[config.mk]
export PLATFORM = sky130hd
export DESIGN_NAME = program_sequencer_flat
export DESIGN_NICKNAME = d
export VERILOG_FILES = /design/src/rtl/pc_pkg.sv /design/src/rtl/program_sequencer_if.sv /design/src/rtl/return_address_stack.sv /design/src/rtl/program_sequencer.sv /design/src/flat_wrapper.sv
export SDC_FILE = /design/constraint.sdc
export NUM_CORES = 1
export LEC_CHECK = 0
export CAP_MARGIN = 20
export CORE_AREA = 3 3 120 122
export CTS_CLUSTER_DIAMETER = 150
export DETAILED_ROUTE_END_ITERATION = 6
export DIE_AREA = 0 0 123 125
export PLACE_DENSITY_LB_ADDON = 0.2
export SLEW_MARGIN = 20
export SYNTH_ARGS = -nofsm -noshare
export SYNTH_HDL_FRONTEND = slang
export SYNTH_SLANG_ARGS = --single-unit
[constraint.sdc]
create_clock -name clk -period 2.6 [get_ports clk]
set_input_delay 0.26 -clock clk [delete_from_list [all_inputs] [get_ports clk]]
set_output_delay 0.26 -clock clk [all_outputs]
set_load 0.01 [all_outputs]
[src/rtl/pc_pkg.sv]
// Shared encodings for the program sequencer: PC update selects,
// branch condition selects and their field widths.
`timescale 1ns/1ps
package pc_pkg;

  localparam int PS_W = 3;
  localparam int BC_W = 2;

  // PC update select. Code 7 is unused and is treated as an illegal operation.
  typedef enum logic [PS_W-1:0] {
    PS_HOLD  = 3'd0,
    PS_INC   = 3'd1,
    PS_RJMP  = 3'd2,
    PS_AJMP  = 3'd3,
    PS_CALL  = 3'd4,
    PS_RCALL = 3'd5,
    PS_RET   = 3'd6
  } ps_e;

  // Branch condition select, evaluated against the D operand.
  typedef enum logic [BC_W-1:0] {
    BC_ZERO   = 2'd0,
    BC_NZERO  = 2'd1,
    BC_NEG    = 2'd2,
    BC_ALWAYS = 2'd3
  } bc_e;

endpackage

[src/rtl/program_sequencer_if.sv]
// Decoder-to-sequencer bus: control inputs from the decoder and the
// PC / stack status returned to it.
`timescale 1ns/1ps
interface program_sequencer_if
  import pc_pkg::*;
#(
  parameter int AW = 16,
  parameter int DW = 16,
  parameter int HW = 4
);

  logic            stall;
  logic [PS_W-1:0] PS;
  logic [BC_W-1:0] BC;
  logic [DW-1:0]   D;
  logic [HW-1:0]   AA;
  logic [HW-1:0]   BA;
  logic [AW-1:0]   instructionAddress;
  logic            stackEmpty;
  logic            stackFull;
  logic            fault;

  // Decoder side drives the controls and observes the PC and status.
  modport master (
    output stall, PS, BC, D, AA, BA,
    input  instructionAddress, stackEmpty, stackFull, fault
  );

  // Sequencer side consumes the controls and produces the PC and status.
  modport slave (
    input  stall, PS, BC, D, AA, BA,
    output instructionAddress, stackEmpty, stackFull, fault
  );

endinterface

[src/rtl/return_address_stack.sv]
// LIFO of return addresses. Push onto a full stack and pop from an empty
// stack are ignored here; the sequencer decides whether that is a fault.
`timescale 1ns/1ps
module return_address_stack #(
  parameter int AW        = 16,
  parameter int RAS_DEPTH = 4
) (
  input  logic          clk,
  input  logic          reset,
  input  logic          i_push,
  input  logic          i_pop,
  input  logic [AW-1:0] i_pushData,
  output logic [AW-1:0] o_topData,
  output logic          o_empty,
  output logic          o_full
);

  localparam int CW = $clog2(RAS_DEPTH + 1);
  localparam int IW = (RAS_DEPTH > 1) ? $clog2(RAS_DEPTH) : 1;

  logic [AW-1:0] r_stack [RAS_DEPTH];
  logic [CW-1:0] r_count;
  logic          r_empty;
  logic          r_full;

  logic [CW-1:0] w_countM1;
  logic [IW-1:0] w_wrIdx;
  logic [IW-1:0] w_topIdx;
  logic          w_doPush;
  logic          w_doPop;

  // Push has priority so a simultaneous request can never corrupt the count.
  assign w_doPush  = i_push && !r_full;
  assign w_doPop   = i_pop && !r_empty && !i_push;
  assign w_countM1 = r_count - CW'(1);
  assign w_wrIdx   = r_count[IW-1:0];
  assign w_topIdx  = w_countM1[IW-1:0];

  // Occupancy count with empty/full flags kept in step with it.
  always_ff @(posedge clk or negedge reset) begin
    if (!reset) begin
      r_count <= '0;
      r_empty <= 1'b1;
      r_full  <= 1'b0;
    end else if (w_doPush) begin
      r_count <= r_count + CW'(1);
      r_empty <= 1'b0;
      r_full  <= (r_count == CW'(RAS_DEPTH - 1));
    end else if (w_doPop) begin
      r_count <= w_countM1;
      r_full  <= 1'b0;
      r_empty <= (r_count == CW'(1));
    end
  end

  // Entry storage; contents are meaningless until pushed, so no reset.
  always_ff @(posedge clk) begin
    if (w_doPush) begin
      r_stack[w_wrIdx] <= i_pushData;
    end
  end

  assign o_topData = r_stack[w_topIdx];
  assign o_empty   = r_empty;
  assign o_full    = r_full;

endmodule

[src/rtl/program_sequencer.sv]
// Program counter with conditional relative/absolute jumps, call/return
// through a hardware return-address stack, stall and a sticky fault flag.
`timescale 1ns/1ps
module program_sequencer
  import pc_pkg::*;
#(
  parameter int AW        = 16,
  parameter int DW        = 16,
  parameter int HW        = 4,
  parameter int RAS_DEPTH = 4
) (
  input  logic              clk,
  input  logic              reset,
  program_sequencer_if.slave bus
);

  logic [AW-1:0]          r_pc;
  logic                   r_fault;

  logic                   w_taken;
  logic signed [2*HW-1:0] w_offset;
  logic [AW-1:0]          w_offsetExt;
  logic [AW-1:0]          w_pcInc;
  logic [AW-1:0]          w_pcRel;
  logic [AW-1:0]          w_absTarget;
  logic [AW-1:0]          w_nextPc;
  logic [AW-1:0]          w_rasTop;
  logic                   w_pushReq;
  logic                   w_popReq;
  logic                   w_faultEvent;
  logic                   w_rasEmpty;
  logic                   w_rasFull;

  // Offset is {AA,BA} as a two's-complement value; the signed cast extends it.
  assign w_offset    = {bus.AA, bus.BA};
  assign w_offsetExt = AW'(w_offset);
  assign w_pcInc     = r_pc + AW'(1);
  assign w_pcRel     = r_pc + w_offsetExt;
  assign w_absTarget = AW'(bus.D);

  // Branch condition evaluated on the D operand.
  always_comb begin
    w_taken = 1'b0;
    case (bus.BC)
      BC_ZERO:   w_taken = (bus.D == '0);
      BC_NZERO:  w_taken = (bus.D != '0);
      BC_NEG:    w_taken = bus.D[DW-1];
      BC_ALWAYS: w_taken = 1'b1;
      default:   w_taken = 1'b0;
    endcase
  end

  // Next-PC selection, stack requests and fault detection for this cycle.
  always_comb begin
    w_nextPc     = r_pc;
    w_pushReq    = 1'b0;
    w_popReq     = 1'b0;
    w_faultEvent = 1'b0;
    case (bus.PS)
      PS_HOLD: w_nextPc = r_pc;
      PS_INC:  w_nextPc = w_pcInc;
      PS_RJMP: w_nextPc = w_taken ? w_pcRel : w_pcInc;
      PS_AJMP: w_nextPc = w_taken ? w_absTarget : w_pcInc;
      PS_CALL, PS_RCALL: begin
        if (w_taken) begin
          w_nextPc = (bus.PS == PS_CALL) ? w_absTarget : w_pcRel;
          if (w_rasFull) begin
            w_faultEvent = 1'b1;
          end else begin
            w_pushReq = 1'b1;
          end
        end else begin
          w_nextPc = w_pcInc;
        end
      end
      PS_RET: begin
        if (w_taken) begin
          if (w_rasEmpty) begin
            w_faultEvent = 1'b1;
          end else begin
            w_popReq = 1'b1;
            w_nextPc = w_rasTop;
          end
        end else begin
          w_nextPc = w_pcInc;
        end
      end
      default: w_faultEvent = 1'b1;
    endcase
  end

  // PC and sticky fault; a stalled cycle leaves both untouched.
  always_ff @(posedge clk or negedge reset) begin
    if (!reset) begin
      r_pc    <= '0;
      r_fault <= 1'b0;
    end else if (!bus.stall) begin
      r_pc <= w_nextPc;
      if (w_faultEvent) begin
        r_fault <= 1'b1;
      end
    end
  end

  return_address_stack #(
    .AW        (AW),
    .RAS_DEPTH (RAS_DEPTH)
  ) u_ras (
    .clk        (clk),
    .reset      (reset),
    .i_push     (w_pushReq && !bus.stall),
    .i_pop      (w_popReq && !bus.stall),
    .i_pushData (w_pcInc),
    .o_topData  (w_rasTop),
    .o_empty    (w_rasEmpty),
    .o_full     (w_rasFull)
  );

  assign bus.instructionAddress = r_pc;
  assign bus.stackEmpty         = w_rasEmpty;
  assign bus.stackFull          = w_rasFull;
  assign bus.fault              = r_fault;

endmodule
[src/flat_wrapper.sv]
// flat-port wrapper written by rule: the top's interface ports become plain ports
module program_sequencer_flat import pc_pkg::*;
#(
  parameter int AW        = 16,
  parameter int DW        = 16,
  parameter int HW        = 4,
  parameter int RAS_DEPTH = 4
)
  (clk, reset, bus_stall, bus_PS, bus_BC, bus_D, bus_AA, bus_BA, bus_instructionAddress, bus_stackEmpty, bus_stackFull, bus_fault);
  program_sequencer_if #(.AW(AW), .DW(DW), .HW(HW)) bus_i ();
  input  logic clk;
  input  logic reset;
  input wire logic [$bits(bus_i.stall)-1:0] bus_stall;
  input wire logic [$bits(bus_i.PS)-1:0] bus_PS;
  input wire logic [$bits(bus_i.BC)-1:0] bus_BC;
  input wire logic [$bits(bus_i.D)-1:0] bus_D;
  input wire logic [$bits(bus_i.AA)-1:0] bus_AA;
  input wire logic [$bits(bus_i.BA)-1:0] bus_BA;
  output wire logic [$bits(bus_i.instructionAddress)-1:0] bus_instructionAddress;
  output wire logic [$bits(bus_i.stackEmpty)-1:0] bus_stackEmpty;
  output wire logic [$bits(bus_i.stackFull)-1:0] bus_stackFull;
  output wire logic [$bits(bus_i.fault)-1:0] bus_fault;
  assign bus_i.stall = bus_stall;
  assign bus_i.PS = bus_PS;
  assign bus_i.BC = bus_BC;
  assign bus_i.D = bus_D;
  assign bus_i.AA = bus_AA;
  assign bus_i.BA = bus_BA;
  assign bus_instructionAddress = bus_i.instructionAddress;
  assign bus_stackEmpty = bus_i.stackEmpty;
  assign bus_stackFull = bus_i.stackFull;
  assign bus_fault = bus_i.fault;
  program_sequencer #(.AW(AW), .DW(DW), .HW(HW), .RAS_DEPTH(RAS_DEPTH)) u_core (.clk(clk), .reset(reset), .bus(bus_i));
endmodule
Word-level counts from Yosys, hierarchy flattened
Memory sizes are Yosys's and may differ from the RTL's.
Cells that the tools add are included.

storage, ports and cells
  bits in registers = 22
  memory bits (writable) = 64
  input bits = 32
  output and inout bits = 19
  word-level logic and storage cells = 69
  memories kept = 1

memory list
  memory                depth  bits a word  read ports  clocked after Yosys merged registers in  write ports  RTL line                    text
  u_core.u_ras.r_stack  4      16           1           0                                        1            return_address_stack.sv:21  logic [AW-1:0] r_stack [RAS_DEPTH];

operators by class
  add/sub/neg operators = 4
  equality and inequality tests = 12
  mux-type cells = 27
  bitwise operators = 1
  reduce and logical (&&, ||, !) cells = 19

operators with widths
  kind                                                 count
  2-to-1 mux 16 bit                                    6
  one-hot mux 16 bit (5 select lines)                  1
  adder 16 x 1 -> 16 bit, second input constant        1
  adder 16 bit                                         1
  logical NOT 16 bit                                   1
  2-to-1 mux 1 bit                                     16
  nonzero test 16 bit                                  1
  equality test 3 x 2 -> 1 bit, second input constant  3
  equality test 3 bit, second input constant           3
  equality test 3 x 1 -> 1 bit, second input constant  2
  2-to-1 mux 3 bit                                     2
  logical AND 1 bit                                    5
  nonzero test 5 bit                                   1
  equality test 2 bit, second input constant           2
  logical NOT 1 bit                                    4
  one-hot mux 1 bit (4 select lines)                   1
  OR reduction 4 bit                                   1
  adder 3 x 1 -> 3 bit, second input constant          1
  logical NOT 3 bit                                    1
  != test 3 bit, second input constant                 1
  one-hot mux 1 bit (3 select lines)                   1
  AND reduction 3 bit                                  1
  subtractor 3 x 1 -> 3 bit, second input constant     1
  equality test 2 x 1 -> 1 bit, second input constant  1
  other kinds (5)                                      5

Depth between registers and ports, before layout
  depth after elaboration = 9
  gate-level depth with buffers = 12
  mapped depth without buffers = 11

Cells and area by module
From an unflattened synthesis, not the netlist that was laid out.

unflattened totals
  cells, all modules = 473
  area total of the unflattened synthesis = 5,231.3 um^2

by module, submodules not included
  module                times used  cells each  area each (um^2)  sequential area each (um^2)
  return_address_stack  1           117         2,680.1           2,048.2
  program_sequencer     1           356         2,551.2           425.4

Worst setup path after synthesis
No wires, ideal clock.

  path kind = reg-to-reg
  start = reg u_core.u_ras.r_count[0]
  end = reg u_core.r_pc[10], in the netlist u_core.bus.instructionAddress[10]
  library setup time = 0.134 ns
  arrival time = 2.629 ns
  data required time = 2.466 ns
  slack = -0.163 ns
  cell stages (with the launch flop) = 12
  buffers on the path = 4
  period minus slack after synthesis = 2.763 ns
  cells stage by stage = dfrtp_1 > buf_2 > buf_4 > inv_1 > ha_1 > clkbuf_1 > buf_2 > mux4_2 > nand2_1 > a31oi_1 > a2111oi_0 > o21ai_1

between the ends
  longest elaborated chain between the ends = 5

ends and longest elaborated chain
  item                                 RTL line                    text
  start: declaration                   return_address_stack.sv:22  logic [CW-1:0] r_count;
  start signal: assignment             return_address_stack.sv:46  r_count <= r_count + CW'(1);
  start signal: assignment             return_address_stack.sv:50  r_count <= w_countM1;
  subtractor 3 x 1 -> 3 bit            return_address_stack.sv:35  assign w_countM1 = r_count - CW'(1);
  memory read (4 x 16 bit)             --
  2-to-1 mux 16 bit                    program_sequencer.sv:78     if (w_rasEmpty) begin
  2-to-1 mux 16 bit                    program_sequencer.sv:77     if (w_taken) begin
  one-hot mux 16 bit (5 select lines)  program_sequencer.sv:59     case (bus.PS)
  end signal: assignment               program_sequencer.sv:98     r_pc <= w_nextPc;
  end: declaration                     program_sequencer.sv:17     logic [AW-1:0] r_pc;

No other way between the ends. The select of a mux whose other input is x is not followed.
A chain may end at the register's enable or synchronous reset.

Final worst setup path
  start = reg u_core.u_ras.r_count[0]
  end = reg u_core.r_pc[15], in the netlist u_core.bus.instructionAddress[15]

The elaborated chain is that of the path after synthesis.

==> metrics.txt <==
highest-count cells in the layout ignoring fill and taps=85 x sky130_fd_sc_hd__buf_4, 64 x sky130_fd_sc_hd__edfxtp_1, 50 x sky130_fd_sc_hd__clkdlybuf4s50_1; largest vdd supply drop=436 µV; Net count, final=676; Post CTS Setup Buffer Count=0; Net Count, Synth=547; area share of the largest cell type after synthesis=0.361; sequential cell area in the final layout=2470 µm²; clock-pin slew reported for the worst setup and hold paths after clock tree synthesis=70 ps; worst setup path category=flip-flop to flip-flop; largest fanout of any net on the critical path=6; hold buffer count at CTS=0; number of pins exceeding their max-slew limit in the final report=0; number of warning messages in the yosys log=0; leading cell type in the layout, fill and taps excluded=sky130_fd_sc_hd__buf_4; met3 Track Usage GR=0.0253; weighted congestion reported at the end of routability-driven placement=0.971; Layout Cells excl Fill=803; area taken by multi-input logic gates=2690 µm²; aggregate global-route resource usage=0.212; Seq/Total Area, Yosys=0.465; Antenna diodes=0; Post-synth EDFFs=64; clk_lat worst skew=330 ps; Worst setup EP type=flip-flop; worst relative slew slack=0.670; total number of placement rows=42; pin count of the biggest net entering global routing=31; M1 GR Usage=0.298; final setup vio count=0; Detailed Route WL=16100 µm; post-route total power=6.48 mW; Root Buffer=sky130_fd_sc_hd__clkbuf_16; Static Leak=2.73 nW; Worst Setup Start Kind=flip-flop; layout filler cell count=1167; data required time of the critical path=2820 ps; flop2flop setup slack=130 ps; TritonRoute pass-1 iters=6; Final Skew=7.63 ps; # Max-Cap Violations=0; core box area=13300 µm²; input/output buffers=50; post-route antenna net violation count=0; synthesized instance count=493; Clock Tree Buf Depth=2; clock sinks=86; Vias per Instance=5.81; smallest setup slack after layout=132 ps; height of the die=125 µm; area growth from synthesis to final layout=31.9%; layer with the highest usage=met2; number of library cell types mapped by synthesis=70; library cell occupying the most area in the post-synthesis netlist=sky130_fd_sc_hd__edfxtp_1; count of vias placed by the detailed router=4662; initial antenna violation count=0; Cell Area, Synth=5320 µm²; proportion of layout cells with a drive suffix above 1=0.234; path class of the lowest-slack min-delay path=input port to asynchronous set/reset pin; cells taking the most area after synthesis=sky130_fd_sc_hd__edfxtp_1 36%, sky130_fd_sc_hd__dfrtp_1 9.9%, sky130_fd_sc_hd__mux4_2 6.8%; routed length per placed instance=20.1 µm; number of top-level pins=51; critical path arrival=2690 ps; number of global-route vias before repair=4608; most used flip-flop cell after synthesis=sky130_fd_sc_hd__edfxtp_1; post-route DRC violation count=0; DRC violation total after the first TritonRoute iteration=428; worst slack after detailed placement=-431 ps; number of hold violations in the final report=0; mean area per synthesized cell=10.8 µm²; shortest period the worst path allows=2470 ps; number of CTS-inserted buffers=9; Slew @ Worst Pin=489 ps; horizontal die dimension=123 µm; Post-Place Cells=786; number of H-tree levels=3; maximum frequency from static timing analysis=0.405 GHz; met2 usage in global routing=0.334; half-perimeter wire length after placement=12200 µm; period utilization=0.949; die outline area=15400 µm²; outcome=completed; final hold slack=293 ps; Power Dens Cells=925 nW/µm²; initial core utilization=0.400; proportion of synthesized flip-flops having asynchronous set or reset=0.256; CTS tree=done; grt total ovfl=0; first-pass GRT wire length=25000 µm; synthesized flop and latch total=86
flip-flops by register name (all words and copies together), names as in the netlist:
| register | flops |
|---|---|
| u_core.bus.fault | 1 |
| u_core.bus.instructionAddress | 16 |
| u_core.u_ras.o_empty | 1 |
| u_core.u_ras.o_full | 1 |
| u_core.u_ras.r_count | 3 |
| u_core.u_ras.r_stack | 64 |
Yosys cell counts (all sizes together) (2+ instances only):
cell / number
o21a: 2
mux2i: 7
a211oi: 9
and3: 11
nand2b: 6
clkbuf: 11
a21o: 4
nand2: 43
xnor2: 11
or2: 5
a221oi: 2
o221ai: 5
nand3b: 2
a31oi: 10
ha: 21
nor2: 34
dfrtp: 21
nor3: 7
a21oi: 31
o211a: 2
o221a: 2
o211ai: 6
mux4: 16
a22oi: 3
xor2: 13
nand3: 17
nor2b: 4
o22ai: 3
edfxtp: 64
o32ai: 2
nor4: 3
a32oi: 3
o21ai: 44
a22o: 4
inv: 19
and2: 5
buf: 13
nand4: 7
layout make-up:
type	count	share of cell area
multi-input combinational	364	0.384
sequential	86	0.353
timing repair buffer	141	0.180
clock buffer	11	0.0332
tap	176	0.0314
inverter	20	0.0107
clock inverter	5	0.00803
stage by stage:
stage | utilization | setup TNS [ps] | area [µm²]
floorplan | - | 0 | 5320
global placement | 0.501 | -13690 | 6660
detailed placement | 0.501 | -17260 | 6660
CTS | 0.523 | 0 | 6960
global route | 0.527 | -17.3 | 7010
finish | 0.527 | 0 | 7010
layer usage:
layer  up-vias  part of all wire
li1       2152                 -
met1      2239              0.43
met2       221              0.46
met3        50             0.071
met4         0             0.038
met5         -                 0
worst paths after layout:
kind | endpoint | cells after the start | start
worst max-delay path | u_core.bus.instructionAddress[15] | 8 | u_core.u_ras.r_count[0]
worst min-delay path | u_core.bus.fault | 2 | reset
worst max register to register | u_core.bus.instructionAddress[15] | 8 | u_core.u_ras.r_count[0]
worst min register to register | u_core.bus.fault | 1 | u_core.bus.fault
max in group asynchronous | u_core.u_ras.o_empty | 2 | reset
min in group clk | u_core.bus.fault | 1 | u_core.bus.fault
cell families after synthesis:
kind of cell | synth area share
AO/OA/AOI/OAI | 0.183
XOR/XNOR | 0.0395
adder cells (fa/ha/maj) | 0.0532
buffers and inverters | 0.0393
flip-flops | 0.465
multiplexers | 0.0831
AND/OR/NAND/NOR | 0.137
critical path: stages (launching register included):
cell and delay [ps]:
sky130_fd_sc_hd__dfrtp_1 390, sky130_fd_sc_hd__inv_1 80, sky130_fd_sc_hd__ha_1 480, sky130_fd_sc_hd__buf_4 230, sky130_fd_sc_hd__mux4_2 340, sky130_fd_sc_hd__o32ai_1 350
sky130_fd_sc_hd__a211o_1 150, sky130_fd_sc_hd__o221ai_1 120, sky130_fd_sc_hd__a22o_1 210
report_power, final:
group | leakage [nW] | switching (mW) | total [mW] | internal [mW]
clock network | 0.142 | 0.520 | 1.27 | 0.747
logic | 1.75 | 1.74 | 3.28 | 1.55
registers | 0.843 | 0.154 | 1.93 | 1.78
what timing repair did:
item                                    CTS  global route
gates cloned                              0             1
pin swaps                                 1             8
gates resized for setup                   2            12
endpoints found under the setup margin    1            57
Power figures use the tool's default switching activity.
